## src/rtl/network_bank_out.sv

```systemverilog
// Return-path crossbar: delays each bank's lane select by the read latency,
// then steers bank read data back to the lane that issued the read.
module network_bank_out #(
  parameter int P          = 2,
  parameter int MAP        = 2,
  parameter int DATA_WIDTH = 12,
  parameter int RD_LAT     = 1
) (
  input  logic                         clk,
  input  logic                         rst_n,
  input  logic [2*P*MAP-1:0]           sel_BI_bus,
  input  logic [2*P-1:0]               bank_rd_en,
  input  logic                         flush,
  input  logic [2*P*DATA_WIDTH-1:0]    bank_dout_bus,
  output logic [2*P*DATA_WIDTH-1:0]    data_out_bus,
  output logic [2*P-1:0]               data_valid,
  output logic                         collision_err
);

  localparam int N = 2 * P;

  logic [RD_LAT-1:0][N*MAP-1:0] sel_q;
  logic [RD_LAT-1:0][N-1:0]     en_q;

  logic [N*MAP-1:0]             d_sel;
  logic [N-1:0]                 d_en;

  logic [N-1:0][DATA_WIDTH-1:0] word;
  logic [N-1:0][DATA_WIDTH-1:0] data_q;
  logic [N-1:0]                 hit;
  logic [N-1:0]                 valid_q;
  logic                         coll;
  logic                         err_q;

  assign d_sel = sel_q[RD_LAT-1];
  assign d_en  = en_q[RD_LAT-1];

  // Scan banks low to high so the lowest bank claims a contested lane.
  always_comb begin
    word = '0;
    hit  = '0;
    coll = 1'b0;
    for (int j = 0; j < N; j++) begin
      for (int k = 0; k < N; k++) begin
        if (d_en[k] && d_sel[k*MAP +: MAP] == MAP'(j)) begin
          if (hit[j]) begin
            coll = 1'b1;
          end else begin
            hit[j]  = 1'b1;
            word[j] = bank_dout_bus[k*DATA_WIDTH +: DATA_WIDTH];
          end
        end
      end
    end
  end

  always_ff @(posedge clk or negedge rst_n) begin
    if (!rst_n) begin
      sel_q   <= '0;
      en_q    <= '0;
      data_q  <= '0;
      valid_q <= '0;
      err_q   <= 1'b0;
    end else begin
      sel_q[0] <= sel_BI_bus;
      en_q[0]  <= flush ? '0 : bank_rd_en;
      for (int i = 1; i < RD_LAT; i++) begin
        sel_q[i] <= sel_q[i-1];
        en_q[i]  <= flush ? '0 : en_q[i-1];
      end
      data_q  <= flush ? '0 : word;
      valid_q <= flush ? '0 : hit;
      // Sticky: flush must not hide a collision seen this cycle.
      if (coll) err_q <= 1'b1;
    end
  end

  assign data_out_bus  = data_q;
  assign data_valid    = valid_q;
  assign collision_err = err_q;

endmodule
```

## config.mk

```make
export PLATFORM = sky130hd
export DESIGN_NAME = network_bank_out
export DESIGN_NICKNAME = d
export VERILOG_FILES = /design/src/rtl/network_bank_out.sv
export SDC_FILE = /design/constraint.sdc
export NUM_CORES = 1
export LEC_CHECK = 0
export ABC_AREA = 1
export CAP_MARGIN = 25
export CORE_ASPECT_RATIO = 0.75
export CORE_MARGIN = 2
export CORE_UTILIZATION = 33
export CTS_CLUSTER_DIAMETER = 40
export DETAILED_ROUTE_END_ITERATION = 8
export SETUP_SLACK_MARGIN = 0.15
export SLEW_MARGIN = 10
export SYNTH_ARGS = -nofsm -noshare
export SYNTH_HDL_FRONTEND = slang
export SYNTH_SLANG_ARGS = --single-unit
export TNS_END_PERCENT = 1
```

## constraint.sdc

```tcl
create_clock -name clk -period 1.59 [get_ports clk]
set_input_delay 0.2385 -clock clk [delete_from_list [all_inputs] [get_ports clk]]
set_output_delay 0.2385 -clock clk [all_outputs]
set_load 0.02 [all_outputs]
```

==> impl_metrics.ini, run 1 <==
[grt]
grt_pass1_wl_mm = 20.8
grt_max_degree = 66
grt_overflow_total = 0
antenna_found_initial = 0
grt_usage_pct = 22.1
grt_pass1_vias = 3975

[final_layout]
final_common_cell = nand2_1
synthToLayoutAreaGrowth_pct = 56.0
layout_common_cells = nand2_1 (119), nor2_1 (97), clkdlybuf4s50_1 (61), nand3_1 (60), dfrtp_1 (59)
post-route-util_pct = 53.0
diodes = 0
nets = 739
drive_gt1_share_pct = 14.4
fin_area_um2 = 5800

[power_and_ir_drop]
p_total_mw = 4.42
power_density_nw_per_um2 = 762
leakagePower_nw = 3.57
ir_worst_vdd_uv = 454

[critical_path]
rr_worst_depth = 9
required_ns = 1.81
worst-path-max-fanout = 20
cp_data_arrival_time_ns = 1.74
end_kind = register
path_class = register to register
startpoint_type = register

[synthesis]
synth_nets = 605
yosys_register_bits = 65
ys_types = 21
synth-seq-area-share_pct = 43.7
avgSynthCellArea_um2 = 6.86
yosys_warnings = 0
netlist_instances = 542
synth.cell_area_um2 = 3720

[detailed_routing]
drt_iter0_drc = 368
drt-total-wl_mm = 13.4
drcViolationCount = 0
via_count = 4110
wl_per_cell_um = 16.4
dr.pass1.iters = 6
ant_nets = 0
drt-vias-per-instance = 5.01

[placed_design]
gp_congestion = 0.911
place_area_um2 = 5200
pre_cts_slack_ns = -0.00280
numPortBuffers = 115
dp_hpwl_mm = 9.50

[run]
cap_violations = 0

[cts]
clk_pin_slew_ns = 0.05
cts_tree = built
htreeDepth = 3
clock_latency_ns = 0.34
cts.path.max_buffers = 2
clock-sinks = 65
cts_buffers = 9
cts_root_buf = clkbuf_16

[timing]
finClkSkew_ns = 0.00960
rsz0062_at_grt = true
max_freq_mhz = 658
tightestPinTransition_ns = 0.347
final-hold-violation-count = 0
drv_slew = 0
setup_viol_count_final = 0
whs_ns = 0.342
fin_crit_ns = 1.52
final_min_period_over_clock_period_pct = 95.6
slew-limit-headroom_pct = 76.9
timing.final.ws_setup_ns = 0.0706

[die]
num_rows = 33
chipWidth_um = 127
die-area_um2 = 12100
die_h_um = 95.9
pin_count = 116
core_um2 = 10900
start_util_pct = 34.0

[hold_path]
hp-class = input pin to register
hold_path_depth = 1

[outcome]
status = finished, final reports clean
==> Yosys cell counts <==
| library cell | number | area [um^2] |
|---|---|---|
| o21ai_0 | 64 | 320 |
| dfrtp_1 | 65 | 1630 |
| inv_1 | 35 | 131 |
| nor2_1 | 105 | 394 |
| nand2_1 | 121 | 454 |
| nor3_1 | 2 | 10.0 |
| nand3_2 | 4 | 40.0 |
| buf_4 | 2 | 15.0 |
| a21oi_1 | 8 | 40.0 |
| inv_2 | 4 | 15.0 |
| nand3b_1 | 1 | 7.51 |
| clkinv_1 | 1 | 3.75 |
| buf_2 | 14 | 70.1 |
| nand4_1 | 5 | 31.3 |
| nand3_1 | 68 | 340 |
| or2_2 | 1 | 6.26 |
| clkbuf_1 | 13 | 48.8 |
| o21ai_1 | 22 | 110 |
| nor2_2 | 3 | 18.8 |
| nand3_4 | 1 | 17.5 |
| nand2_2 | 3 | 18.8 |
==> logic make-up (layout without fill, tap and decap cells) <==
| logic type | count (synthesis) | in the layout | share of synthesized area (%) |
|---|---|---|---|
| AND/OR/NAND/NOR | 314 | 314 | 36.0 |
| AO/OA/AOI/OAI | 94 | 94 | 12.6 |
| buffers and inverters | 69 | 208 | 7.64 |
| flip-flops | 65 | 65 | 43.7 |
==> routing by layer <==
layer	part of all wire, %	wire, um	up-vias	track usage [%]
met3	9.2	1240	22	4.84
met4	1.7	234	0	7.69
met2	45	6000	199	34.8
li1	-	-	2020	-
met1	44	5960	1869	30.4
met5	0	0	-	0
==> worst paths after layout <==
kind,slack (ns),from,endpoint
max reg2reg,0.07,d_sel[1]$_DFF_PN0_,data_out_bus[0]$_DFF_PN0_
max in group asynchronous,0.85,rst_n,d_sel[3]$_DFF_PN0_
max,0.07,d_sel[1]$_DFF_PN0_,data_out_bus[0]$_DFF_PN0_
min,0.34,sel_BI_bus[0],d_sel[0]$_DFF_PN0_
min reg2reg,0.63,collision_err$_DFFE_PN0P_,collision_err$_DFFE_PN0P_
min in group asynchronous,0.46,rst_n,data_out_bus[9]$_DFF_PN0_
==> layout make-up <==
cell class | instances | area (um^2)
well taps | 140 | 175
repair buffers | 152 | 1630
clock buffers | 13 | 260
multi-input cells | 408 | 1930
flip-flops and latches | 65 | 1630
clock inverters | 3 | 15.0
inverters | 40 | 158
fillers | 1052 | 5140
==> flip-flops by register name (all words and copies together), names as in the netlist <==
name and cells:
collision_err 1, data_out_bus 48, d_sel 8, data_valid 4, d_en 4
==> power breakdown <==
part / switching, mW / internal (mW)
registers: 0.0432 / 1.73
logic: 0.454 / 0.365
clock network: 0.699 / 1.13
total: 1.20 / 3.23
==> critical path: stages (launching register included) <==
cell and delay, ns:
dfrtp_2 0.44, nor2_2 0.19, nand2_4 0.08, nand2_2 0.12, nor2_2 0.06, nand2_1 0.10, buf_12 0.17, nand2_1 0.06
nor2_1 0.12, nor2_1 0.06
==> stage by stage <==
stage                     setup TNS (ns)  std cells
after floorplan                        0        542
after global placement                 0        800
after detailed placement        -0.00280        800
after CTS                              0        817
after global routing            -0.00154        821
final                                  0        821
==> what timing repair did <==
action                                  in CTS  in global routing
endpoints found under the hold margin       65                  0
resized for setup                            6                 94
cloned                                       0                  1
hold buffers                                 1                  0
setup buffers                                0                  3
pin swaps                                    0                  3
endpoints found under the setup margin     101                101
No activity file was read; power rests on OpenSTA's default activity.
==> run 2, diff against run 1 <==
CORE_UTILIZATION = 45   (was 33)
PLACE_DENSITY = 0.78   (was not set)
==> impl_metrics.ini, run 2 (synthesized netlist as in run 1, its figures left out) <==
[outcome]
status = finished, final reports clean

[final_layout]
largest_reg_flops = 48
ff_latch_area_um2 = 1630
multiInputGateArea_um2 = 2010
fillers = 649
synthToLayoutAreaGrowth_pct = 56.0
nets = 749
diodes = 0
layout_common_cells = nand2_1 (118), clkdlybuf4s50_1 (113), nor2_1 (97), dfrtp_1 (65), nand3_1 (60)
final_common_cell = nand2_1
drive_gt1_share_pct = 15.5

[detailed_routing]
ant_nets = 0
drt_iter0_drc = 355
drt-vias-per-instance = 5.41
dr.pass1.iters = 5
wl_per_cell_um = 17.2
drt-total-wl_mm = 13.7
via_count = 4301
drcViolationCount = 0

[critical_path]
startpoint_type = register
critPathTopFamily = buffers and inverters
cp_data_arrival_time_ns = 1.32
path_class = register to primary output
required_ns = 1.35
crit_slowest_cell = clkdlybuf4s50_1
worst-path-max-fanout = 1
slowest_delay_ns = 0.61
end_kind = primary output
path_buf_inv = 1
path_cells = clkdlybuf4s50_1

[cts]
clk_pin_slew_ns = 0.07
cts_root_buf = clkbuf_8
cts_buffers = 9
clock-sinks = 65
cts_tree = built
clock_latency_ns = 0.34
htreeDepth = 3
cts.path.max_buffers = 2

[die]
chipWidth_um = 109
pin_count = 116
die-area_um2 = 9020
core_um2 = 7950
start_util_pct = 46.8
die_h_um = 82.7
num_rows = 28

[timing]
slew-limit-headroom_pct = 73.5
drv_slew = 0
final-hold-violation-count = 0
finClkSkew_ns = 0.00862
max_freq_mhz = 641
fin_crit_ns = 1.56
setup_viol_count_final = 0
tightestPinTransition_ns = 0.396
rsz0062_at_grt = true
final_min_period_over_clock_period_pct = 98.1
whs_ns = 0.339

[grt]
grt_usage_pct = 30.1
grt_pass1_wl_mm = 20.5
antenna_found_initial = 0
grt_max_degree = 66
grt_overflow_total = 0
grt_pass1_vias = 4181

[power_and_ir_drop]
ir_worst_vdd_uv = 530
p_total_mw = 4.00
leakagePower_nw = 2.74
power_density_nw_per_um2 = 689

[hold_path]
hp-class = input pin to register

[placed_design]
numPortBuffers = 115
gp_congestion = 0.929
dp_hpwl_mm = 8.97

[run]
cap_violations = 0
==> run 2: metal layers <==
| metal | GRT usage [%] | vias to the layer above | part of all wire (%) |
|---|---|---|---|
| li1 | - | 2036 | - |
| met1 | 40.0 | 1962 | 42 |
| met2 | 49.6 | 273 | 46 |
| met3 | 5.81 | 30 | 10 |
| met4 | 9.87 | 0 | 1.8 |
| met5 | 0 | - | 0 |
==> run 2: area by class of cell <==
| type | instances | share of cell area [%] |
|---|---|---|
| Clock buffer | 11 | 2.26 |
| Clock inverter | 4 | 0.776 |
| Inverter | 40 | 2.85 |
| Multi-Input combinational cell | 408 | 34.6 |
| Sequential cell | 65 | 28.0 |
| Tap cell | 105 | 2.26 |
| Timing Repair Buffer | 161 | 29.2 |
| Timing Repair inverter | 1 | 0.0862 |
==> run 2: worst paths after layout <==
check	start	end	slack (ns)	depth (start not counted)
worst min-delay path	sel_BI_bus[1]	d_sel[1]$_DFF_PN0_	0.34	1
worst max register to register	d_sel[2]$_DFF_PN0_	data_out_bus[38]$_DFF_PN0_	0.03	7
min in group asynchronous	rst_n	data_out_bus[33]$_DFF_PN0_	0.47	3
worst max-delay path	data_out_bus[40]$_DFF_PN0_	data_out_bus[40]	0.03	1
worst min register to register	collision_err$_DFFE_PN0P_	collision_err$_DFFE_PN0P_	0.64	3
max in group asynchronous	rst_n	data_out_bus[20]$_DFF_PN0_	0.83	3
==> run 2: power breakdown <==
group | leakage (nW) | switching [mW] | internal (mW)
registers | 0.865 | 0.0316 | 1.72
logic | 1.78 | 0.496 | 0.416
clock network | 0.0929 | 0.622 | 0.709
total | 2.74 | 1.15 | 2.85
==> run 2: timing repair <==
item,in CTS,in global routing
cloned,1,5
resized for setup,18,48
hold buffers,1,0
hold endpoints to repair,65,0
setup endpoints to repair,102,101
pin swaps,0,12
setup buffers,0,7
==> run 2: through the flow <==
stage                     setup TNS (ns)  instances  cell area [um^2]  utilization [%]  setup slack, ns
final                                  0        795              5800             73.0           0.0295
after global routing              -0.133        795              5800             73.0          -0.0219
after global placement             -1.73        766              5190             65.2           -0.129
after floorplan                        0        542              3720                -            0.180
after CTS                              0        783              5470             68.7           0.0246
after detailed placement           -2.51        766              5190             65.2           -0.229
